<file path="src/rtl/parser_input_arbiter.sv">
// Packet-atomic round-robin arbiter feeding the sequence parser's single word-stream input.
// Holds a grant for a whole packet, truncates and drains packets longer than MAX_WORDS.
module parser_input_arbiter #(
    parameter int NUM_SRC   = 4,
    parameter int MAX_WORDS = 12,
    localparam int GW = $clog2(NUM_SRC),
    localparam int CW = $clog2(MAX_WORDS + 1)
) (
    input  logic                    clk,
    input  logic                    reset,
    input  logic [32*NUM_SRC-1:0]   src_data,
    input  logic [NUM_SRC-1:0]      src_val,
    input  logic [NUM_SRC-1:0]      src_last,
    output logic [NUM_SRC-1:0]      src_ready,
    output logic [31:0]             dataOut,
    output logic                    dataOut_val,
    output logic                    dataOut_last,
    input  logic                    dataOut_ready,
    output logic [GW-1:0]           grant_id,
    output logic                    busy,
    output logic                    err_truncated
);

    typedef enum logic [1:0] {IDLE, PASS, DRAIN} state_t;

    state_t        state, nextState;
    logic [GW-1:0] rrPtr, nextRrPtr, nextGrant, rrWinner, grantPlusOne;
    logic [CW-1:0] wordCnt, nextWordCnt;
    logic          nextErr;
    logic          grantVal, grantLast, forcedLast;
    logic [31:0]   grantData;

    assign grantVal   = src_val[grant_id];
    assign grantLast  = src_last[grant_id];
    assign grantData  = src_data[32*grant_id +: 32];
    assign forcedLast = (wordCnt == CW'(MAX_WORDS - 1));

    // Wrap is mod NUM_SRC, so non-power-of-two source counts never load an unused id.
    assign grantPlusOne = (grant_id == GW'(NUM_SRC - 1)) ? '0 : grant_id + GW'(1);

    // Lowest requester at or above rrPtr wins; otherwise the lowest requester overall.
    always_comb begin
        rrWinner = '0;
        for (int i = NUM_SRC - 1; i >= 0; i--)
            if (src_val[i]) rrWinner = GW'(i);
        for (int i = NUM_SRC - 1; i >= 0; i--)
            if (src_val[i] && i >= int'(rrPtr)) rrWinner = GW'(i);
    end

    // NOTE: every signal gets a default before the case so no path leaves a latch behind.
    always_comb begin
        nextState    = state;
        nextGrant    = grant_id;
        nextRrPtr    = rrPtr;
        nextWordCnt  = wordCnt;
        nextErr      = 1'b0;
        src_ready    = '0;
        dataOut      = '0;
        dataOut_val  = 1'b0;
        dataOut_last = 1'b0;
        busy         = 1'b0;

        case (state)
            IDLE: begin
                if (|src_val) begin
                    nextGrant   = rrWinner;
                    nextWordCnt = '0;
                    nextState   = PASS;
                end
            end
            PASS: begin
                busy                = 1'b1;
                dataOut_val         = grantVal;
                dataOut             = grantVal ? grantData : '0;
                dataOut_last        = grantVal & (grantLast | forcedLast);
                src_ready[grant_id] = dataOut_ready;
                if (grantVal && dataOut_ready) begin
                    nextWordCnt = wordCnt + CW'(1);
                    if (grantLast) begin
                        nextState = IDLE;
                        nextRrPtr = grantPlusOne;
                    end else if (forcedLast) begin
                        nextState = DRAIN;
                        nextErr   = 1'b1;
                    end
                end
            end
            DRAIN: begin
                // Swallow the oversize tail until the source presents its real last word.
                busy                = 1'b1;
                src_ready[grant_id] = 1'b1;
                if (grantVal && grantLast) begin
                    nextState = IDLE;
                    nextRrPtr = grantPlusOne;
                end
            end
            default: nextState = IDLE;
        endcase
    end

    // NOTE: sequential state uses non-blocking assignments so all registers update together.
    always_ff @(posedge clk or posedge reset) begin
        if (reset) begin
            state         <= IDLE;
            grant_id      <= '0;
            rrPtr         <= '0;
            wordCnt       <= '0;
            err_truncated <= 1'b0;
        end else begin
            state         <= nextState;
            grant_id      <= nextGrant;
            rrPtr         <= nextRrPtr;
            wordCnt       <= nextWordCnt;
            err_truncated <= nextErr;
        end
    end

endmodule

</file>
<file path="config.mk">
export PLATFORM = sky130hd
export DESIGN_NAME = parser_input_arbiter
export DESIGN_NICKNAME = d
export VERILOG_FILES = /design/src/rtl/parser_input_arbiter.sv
export SDC_FILE = /design/constraint.sdc
export NUM_CORES = 1
export LEC_CHECK = 0
export CELL_PAD_IN_SITES_DETAIL_PLACEMENT = 1
export CELL_PAD_IN_SITES_GLOBAL_PLACEMENT = 2
export CORE_MARGIN = 2
export CORE_UTILIZATION = 18
export CTS_BUF_LIST = sky130_fd_sc_hd__clkbuf_2
export CTS_CLUSTER_SIZE = 10
export DETAILED_ROUTE_END_ITERATION = 6
export PLACE_DENSITY = 0.87
export SYNTH_ARGS = -nofsm -noshare
export SYNTH_HDL_FRONTEND = slang
export SYNTH_SLANG_ARGS = --single-unit
</file>
<file path="constraint.sdc">
create_clock -name clk -period 3.8 [get_ports clk]
set_input_delay 0.76 -clock clk [delete_from_list [all_inputs] [get_ports clk]]
set_output_delay 0.76 -clock clk [all_outputs]
set_load 0.05 [all_outputs]
</file>
==> results.toml, run 1 <==
[floorplan]
dieWidth_um = 108
dieArea_sq_um = 11800
io-pin-count = 181
row_count = 38
die_h_um = 108
initial_core_util_pct = 18.3
coreArea_sq_um = 10700

[timing]
tns_ns = 0
period_needed_ns = 3.43
fin_worst_skew_ns = 0.00526
slew_headroom_pct = 56.2
fmax_mhz = 291
rsz0062_at_grt = "false"
setup_viol = 0
worst_pin_slew_ns = 0.657
timing.final.max_slew_violations = 0
final-hold-violation-count = 0
period_share_pct = 90.4

[hold_path]
min_to = "wordCnt[0]$_DFFE_PP0P_"
min_path_cells = 1
worstHoldStart = "wordCnt[0]$_DFFE_PP0P_"
holdCritPathClass = "reg -> reg"

[placement]
hpwl_mm = 7.51
post_dp_cell_area_sq_um = 3820
io_buffers = 180
gp_congestion = 0.809

[synthesis]
synth.most_common_cell = "mux4_2"
synth_cell_types = 39
synth_warnings = 0
synth_nets = 327
synthFlopType = "dfrtp_1"
async_flop_share_pct = 100
ys_ff_latch = 11
synth_common_cells = "mux4_2 (33), and3_1 (32), inv_1 (14)"
syn_area_per_cell_sq_um = 10.9
synth_edf_count = 0
netlist_instances = 180
synth-seq-area-share_pct = 14.0
synth_area_sq_um = 1960
synth.area.top_cells = "mux4_2 (38%), dfrtp_1 (14%), and3_1 (10%)"
synth_area_leader_cell = "mux4_2"
synth_top_area_share_pct = 37.8

[cts]
clockBufferDepth = 2
clk_pin_slew_ns = 0.12
cts_made_buffers = 3
cts_resized = 0
clock_latency_ns = 0.26
post_cts_buffers = 0
ctsHoldBuffers = 0
cts_tree = "built"
clockRootBuffer = "clkbuf_2"
clkSinkCount = 11
cts-htree-levels = 1

[grt]
grt_use_total_pct = 14.8
grt-ovfl-total = 0
antenna_found_initial = 0
grt_max_degree = 40
grt_pass1_wl_mm = 13.5
first_global_vias = 2470

[detailed_routing]
route.detailed.drc = 0
highest_layer = "met4"
drt_iter0_drc = 70
ant_nets = 0
met3_length_um = 791
wl_met2_mm = 4.86
routed_via_density = 4.67
wl_met1_mm = 3.52
wl_per_cell_um = 18.7
routed_wl_mm = 9.24
vias = 2300
drt_pass1_iterations = 4

[power]
power.density_nw_per_um2 = 697
peakVddDrop_uv = 305
p_leak_nw = 1.62

[critical_path]
cp.depth = 5
startpoint_type = "primary input"
crit_type = "in -> out"
worst-path-buf-inv = 2
reg2reg_to = "wordCnt[3]$_DFFE_PP0P_"
r2r_start = "state[1]$_DFFE_PP0P_"
cp_max_fo = 35
path_cells = "clkdlybuf4s50_1, mux4_2, nand2_1, a21oi_1, buf_12"
crit_path_end_kind = "output port"
r2r_cells = 6
required_ns = 3.04
worstPathArrival_ns = 2.67
cpMaxStageDelayCell = "mux4_2"
max_stage_delay_ns = 0.73
cp_top_family = "buffers and inverters"
reg2reg_slack_ns = 1.66

[final_layout]
multi_input_area_sq_um = 1550
nNetsFinal = 501
register_area_sq_um = 277
diodes = 0
stdcell_area_sq_um = 3840
fill_cells = 1239
drive_above_1_share_pct = 24.4
synthToLayoutAreaGrowth_pct = 95.7

[run]
maxCapViolCount = 0

[outcome]
status = "complete, no violations"
-- how the worst max path moves through the flow --
stage,start,slack (ns),to
final,src_val[3],0.37,dataOut_last
after global routing,src_val[3],0.19,dataOut_last
after CTS,src_val[3],0.33,dataOut_last
after detailed placement,src_val[3],0.34,dataOut_last
after global placement,src_val[3],0.39,dataOut_last
after floorplan,grant_id[1]$_DFFE_PP0P_,0.76,dataOut_last
-- kinds of logic after synthesis --
kind of cell    after synthesis  synth area share, %
mux                          39                 41.7
flops                        11                 14.0
compound gates               28                 13.2
buf+inv                      30                 7.01
simple gates                 64                 18.9
fa+ha+maj                     8                 5.10
-- state kept, by name, indices dropped and copies added (netlist names) --
name and count:
grant_id 2, wordCnt 4, err_truncated 1, state 2, rrPtr 2
-- power by group --
group | internal (mW) | total, mW | switching [mW]
sequential | 0.164 | 0.215 | 0.0516
clock | 0.0279 | 0.0711 | 0.0432
combinational | 0.986 | 2.39 | 1.41
-- layout make-up --
cell class              instances  share of cell area, %
inverters                      14                   1.37
repair buffers                185                   46.0
clock buffers                   4                  0.521
multi-input cells             139                   40.4
flip-flops and latches         11                   7.19
well taps                     140                   4.56
-- worst register-to-register path, stage by stage, from the launching register on --
cell and delay, ns:
dfrtp_1 0.44, inv_1 0.09, ha_1 0.42, buf_4 0.37
o221ai_4 0.25, o211a_1 0.23, a32o_1 0.25
-- layer usage --
layer / GRT usage, % / up-vias
li1: - / 1077
met1: 17.0 / 1126
met2: 27.9 / 91
met3: 3.25 / 6
met4: 2.56 / 0
met5: 0 / -
-- stage by stage --
step / instances / setup WS, ns / power (mW) / hold slack, ns / utilization [%]
final: 493 / 0.366 / 2.68 / 0.524 / 35.8
after CTS: 493 / 0.333 / 2.72 / 0.526 / 35.8
after global placement: 489 / 0.391 / 2.61 / 0.497 / 35.6
after floorplan: 180 / 0.761 / 1.92 / 0.478 / -
after global routing: 493 / 0.186 / 2.87 / 0.577 / 35.8
after detailed placement: 489 / 0.341 / 2.64 / 0.509 / 35.6
-- cells in the final DEF, fill, tap and decap left out, drive strengths merged, types with 3 or more instances in the layout --
| cell type | synthesis | final |
|---|---|---|
| ha | 8 | 8 |
| nand2 | 7 | 7 |
| inv | 14 | 14 |
| and2 | 5 | 5 |
| nand3 | 5 | 5 |
| and3 | 32 | 32 |
| clkbuf | 10 | 4 |
| mux4 | 34 | 34 |
| o2111ai | 3 | 3 |
| clkdlybuf4s50 | 0 | 142 |
| nand2b | 4 | 4 |
| nand3b | 3 | 3 |
| mux2i | 5 | 5 |
| o221ai | 3 | 3 |
| dfrtp | 11 | 11 |
| buf | 6 | 43 |
| a21oi | 5 | 5 |
| nor2 | 3 | 3 |
Power figures use the tool's default switching activity.
==> inputs of run 2 (changes only) <==
- PLACE_DENSITY: 0.87 -> 0.93
==> run 2 against run 1 <==
  * Die area stayed put
  * Final area increased by 0.49%
  * Wire length fell by 2.2%
  * Highest routed layer unchanged
  * Flip-flop and latch count is the same
  * Largest cell class unchanged
  * Critical endpoint is now dataOut[2]
==> results.toml, run 2 (synthesis results as in run 1) <==
[cts]
post_cts_buffers = 0
ctsHoldBuffers = 0
cts_tree = "built"
cts-htree-levels = 1
cts_resized = 0
clk_pin_slew_ns = 0.10
clockRootBuffer = "clkbuf_2"
cts_made_buffers = 3
clockBufferDepth = 2
clock_latency_ns = 0.25
clkSinkCount = 11

[final_layout]
largest-register = "wordCnt"
drive_above_1_share_pct = 24.4
largest_reg_flops = 4
layout_commonest_cell = "clkdlybuf4s50_1"
layout_common_cells = "clkdlybuf4s50_1 (142), buf_4 (38), mux4_2 (33), and3_1 (32), inv_1 (14)"
synthToLayoutAreaGrowth_pct = 96.7
diodes = 0
finalNonFillerCells = 492
nNetsFinal = 500
fill_cells = 1241

[detailed_routing]
drt_iter0_drc = 103
wl_per_cell_um = 18.4
routed_wl_mm = 9.04
routed_via_density = 4.67
route.detailed.drc = 0
ant_nets = 0
vias = 2300
met3_length_um = 703
highest_layer = "met4"
wl_met2_mm = 4.77
wl_met1_mm = 3.48
drt_pass1_iterations = 4

[power]
peakVddDrop_uv = 355
p_total_mw = 2.68
power.density_nw_per_um2 = 694
p_leak_nw = 1.62

[critical_path]
cp_top_family = "buffers and inverters"
critPathMostFrequentCell = "buf_4"
worstPathArrival_ns = 2.59
cp.depth = 5
reg2reg_slack_ns = 1.79
reg2reg_to = "state[1]$_DFFE_PP0P_"
path_cells = "clkdlybuf4s50_1, mux4_2, buf_4, and3_1, buf_4"
crit_type = "in -> out"
startpoint_type = "primary input"
crit_path_end_kind = "output port"
max_stage_delay_ns = 0.64
r2r_start = "grant_id[0]$_DFFE_PP0P_"
cpMaxStageDelayCell = "mux4_2"
critPathLaunch = "src_val[3]"
r2r_cells = 4
cp-endpoint = "dataOut[2]"
worst-path-buf-inv = 3
cp_max_fo = 27
required_ns = 3.04

[timing]
rsz0062_at_grt = "false"
slew_headroom_pct = 66.0
setup_viol = 0
period_share_pct = 88.1
timing.final.max_slew_violations = 0
fin_worst_skew_ns = 0.00182
fmax_mhz = 299
worst_pin_slew_ns = 0.509
tns_ns = 0
final-hold-violation-count = 0
period_needed_ns = 3.35

[placement]
post-place-cells = 488
gp_congestion = 0.774
hpwl_mm = 7.62
io_buffers = 180

[grt]
grt_pass1_wl_mm = 13.7
antenna_found_initial = 0
grt-ovfl-total = 0
grt_use_total_pct = 14.9
first_global_vias = 2495
grt_max_degree = 50

[hold_path]
holdCritPathClass = "reg -> reg"

[run]
maxCapViolCount = 0

[floorplan]
row_count = 38
initial_core_util_pct = 18.3
io-pin-count = 181
die_h_um = 108
dieArea_sq_um = 11800
dieWidth_um = 108
coreArea_sq_um = 10700

[outcome]
status = "complete, no violations"
-- run 2: cell count changes in the layout (fill, tap and decap cells not counted), sizes merged --
cell	previous run	this run
buf	43	42
-- run 2: worst min-delay path by stage --
stage	start	to	slack [ns]	cells after the start
3_3_place_gp	wordCnt[0]$_DFFE_PP0P_	wordCnt[0]$_DFFE_PP0P_	0.49	1
3_5_place_dp	wordCnt[0]$_DFFE_PP0P_	wordCnt[0]$_DFFE_PP0P_	0.51	1
4_1_cts	wordCnt[0]$_DFFE_PP0P_	wordCnt[0]$_DFFE_PP0P_	0.52	1
5_1_grt	wordCnt[0]$_DFFE_PP0P_	wordCnt[0]$_DFFE_PP0P_	0.54	1
2_1_floorplan	wordCnt[0]$_DFFE_PP0P_	wordCnt[0]$_DFFE_PP0P_	0.48	1
6_report	wordCnt[0]$_DFFE_PP0P_	wordCnt[0]$_DFFE_PP0P_	0.52	1
-- run 2: metrics by stage --
stage	util, %	hold WS, ns	worst slack (ns)	cell area [sq um]
2_1_floorplan	-	0.478	0.761	1960
3_3_place_gp	35.8	0.493	0.503	3840
3_5_place_dp	35.8	0.508	0.448	3840
4_1_cts	36.0	0.523	0.445	3860
5_1_grt	36.0	0.542	0.385	3860
6_report	36.0	0.516	0.452	3860
-- run 2: cell type report --
cell class                      count  area, sq um  area share, %
Inverter                           14         52.6           1.36
Multi-Input combinational cell    139         1550           40.2
Tap cell                          140          175           4.53
Timing Repair Buffer              184         1790           46.2
Sequential cell                    11          278           7.19
Clock buffer                        4         20.0          0.518
-- run 2: where the power goes --
part	switching (mW)	internal, mW
sequential	0.0790	0.165
clock	0.0372	0.0280
combinational	1.37	1.00
-- run 2: layer usage --
metal	track usage, %	vias to the layer above
met5	0	-
met1	17.5	1118
li1	-	1078
met3	2.29	6
met2	28.3	98
met4	3.21	0
==> inputs of run 3 (changes only) <==
- CAP_MARGIN: unset -> 25
- CORE_UTILIZATION: 18 -> 17
- CTS_BUF_LIST: sky130_fd_sc_hd__clkbuf_2 -> unset
- PLACE_DENSITY: 0.93 -> 0.89
==> run 3 against run 2 <==
  * Total power increased by 23%
  * Setup slack got worse by 0.051 ns
  * Final area increased by 13%
  * Sequential power increased by 5%
  * Clock power increased to 3.1 times the previous value
  * Maximum frequency decreased by 1.5%
==> results.toml, run 3 (synthesis results as in run 1) <==
[timing]
fmax_mhz = 294
period_needed_ns = 3.40
period_share_pct = 89.5
rsz0062_at_grt = "false"
setup_viol = 0
fin_worst_skew_ns = 0.00150
timing.final.max_slew_violations = 0
slew_headroom_pct = 59.0
tns_ns = 0
final-hold-violation-count = 0
worst_pin_slew_ns = 0.615

[cts]
cts_tree = "built"
clockBufferDepth = 2
cts-htree-levels = 1
cts_resized = 0
clock_latency_ns = 0.24
post_cts_buffers = 0
clockRootBuffer = "clkbuf_16"
ctsHoldBuffers = 0
cts_made_buffers = 3
clk_pin_slew_ns = 0.05
clkSinkCount = 11

[final_layout]
fill_cells = 1276
multi_input_area_sq_um = 1550
layout_commonest_cell = "clkdlybuf4s50_1"
largest-register = "wordCnt"
largest_reg_flops = 4
layout_common_cells = "clkdlybuf4s50_1 (142), buf_12 (38), mux4_2 (33), and3_1 (32), inv_1 (14)"
nNetsFinal = 501
register_area_sq_um = 278
synthToLayoutAreaGrowth_pct = 122
drive_above_1_share_pct = 24.6
diodes = 0

[power]
peakVddDrop_uv = 435
p_total_mw = 3.29
p_leak_nw = 1.75
power.density_nw_per_um2 = 755

[grt]
first_global_vias = 2649
antenna_found_initial = 0
grt_max_degree = 36
grt_pass1_wl_mm = 14.7
grt-ovfl-total = 0
grt_use_total_pct = 14.6

[floorplan]
die_h_um = 111
dieArea_sq_um = 12400
dieWidth_um = 111
coreArea_sq_um = 11400
initial_core_util_pct = 17.3
row_count = 39
io-pin-count = 181

[hold_path]
holdCritPathClass = "reg -> reg"

[detailed_routing]
routed_wl_mm = 9.34
route.detailed.drc = 0
routed_via_density = 4.72
vias = 2342
drt_iter0_drc = 61
drt_pass1_iterations = 4
wl_per_cell_um = 18.8
ant_nets = 0

[critical_path]
cp_max_fo = 35
crit_type = "in -> out"
path_cells = "clkdlybuf4s50_1, mux4_2, nand2_1, a21oi_1, buf_12"
worst-path-buf-inv = 2
required_ns = 3.04
crit_path_end_kind = "output port"
startpoint_type = "primary input"
worstPathArrival_ns = 2.64
cp_top_family = "buffers and inverters"
max_stage_delay_ns = 0.70
cpMaxStageDelayCell = "mux4_2"

[placement]
gp_congestion = 0.782
hpwl_mm = 7.74
io_buffers = 180

[outcome]
status = "complete, no violations"

[run]
maxCapViolCount = 0
[run 3: cell count changes in the layout (fill, tap and decap cells not counted)]
cell / before / now
buf_12: 4 / 38
buf_4: 38 / 5
clkbuf_16: 0 / 3
clkbuf_2: 4 / 0
clkinv_2: 0 / 1
[run 3: final timing paths]
check                           slack, ns  depth (start not counted)                    start                 endpoint
worst min-delay path                 0.51                          1   wordCnt[0]$_DFFE_PP0P_   wordCnt[0]$_DFFE_PP0P_
worst max register to register       1.54                          4  grant_id[1]$_DFFE_PP0P_     state[1]$_DFFE_PP0P_
min in group asynchronous            0.84                          2                    reset   wordCnt[2]$_DFFE_PP0P_
worst max-delay path                 0.40                          5               src_val[3]             dataOut_last
worst min register to register       0.51                          1   wordCnt[0]$_DFFE_PP0P_   wordCnt[0]$_DFFE_PP0P_
max in group asynchronous            2.62                          2                    reset  grant_id[1]$_DFFE_PP0P_
[run 3: final cells by class]
cell class                      instances  share of cell area, %
Timing Repair Buffer                  185                   50.9
Multi-Input combinational cell        139                   35.6
Tap cell                              143                   4.10
Inverter                               14                   1.21
Clock inverter                          1                  0.115
Sequential cell                        11                   6.37
Clock buffer                            3                   1.72
[run 3: routing by layer]
metal  GRT usage, %  routed length [um]  up-vias
met4           2.06                  43        0
met5              0                   0        -
li1               -                   -     1078
met2           27.4                4870      100
met1           17.7                3800     1159
met3           2.89                 626        5
[run 3: through the flow]
| step | util (%) | setup slack, ns | hold slack (ns) | cells | cell area, sq um |
|---|---|---|---|---|---|
| after floorplan | - | 0.761 | 0.478 | 180 | 1960 |
| after global placement | 37.6 | 0.428 | 0.493 | 492 | 4280 |
| after detailed placement | 37.6 | 0.379 | 0.514 | 492 | 4280 |
| after CTS | 38.4 | 0.363 | 0.520 | 496 | 4360 |
| after global routing | 38.4 | 0.250 | 0.546 | 496 | 4360 |
| final | 38.4 | 0.401 | 0.512 | 496 | 4360 |
[run 3: power by group]
part	total (mW)	internal, mW	leakage (nW)	switching, mW
Sequential	0.257	0.165	0.137	0.0920
Combinational	2.84	1.38	1.58	1.46
Clock	0.199	0.140	0.0409	0.0594
Total	3.29	1.68	1.75	1.61
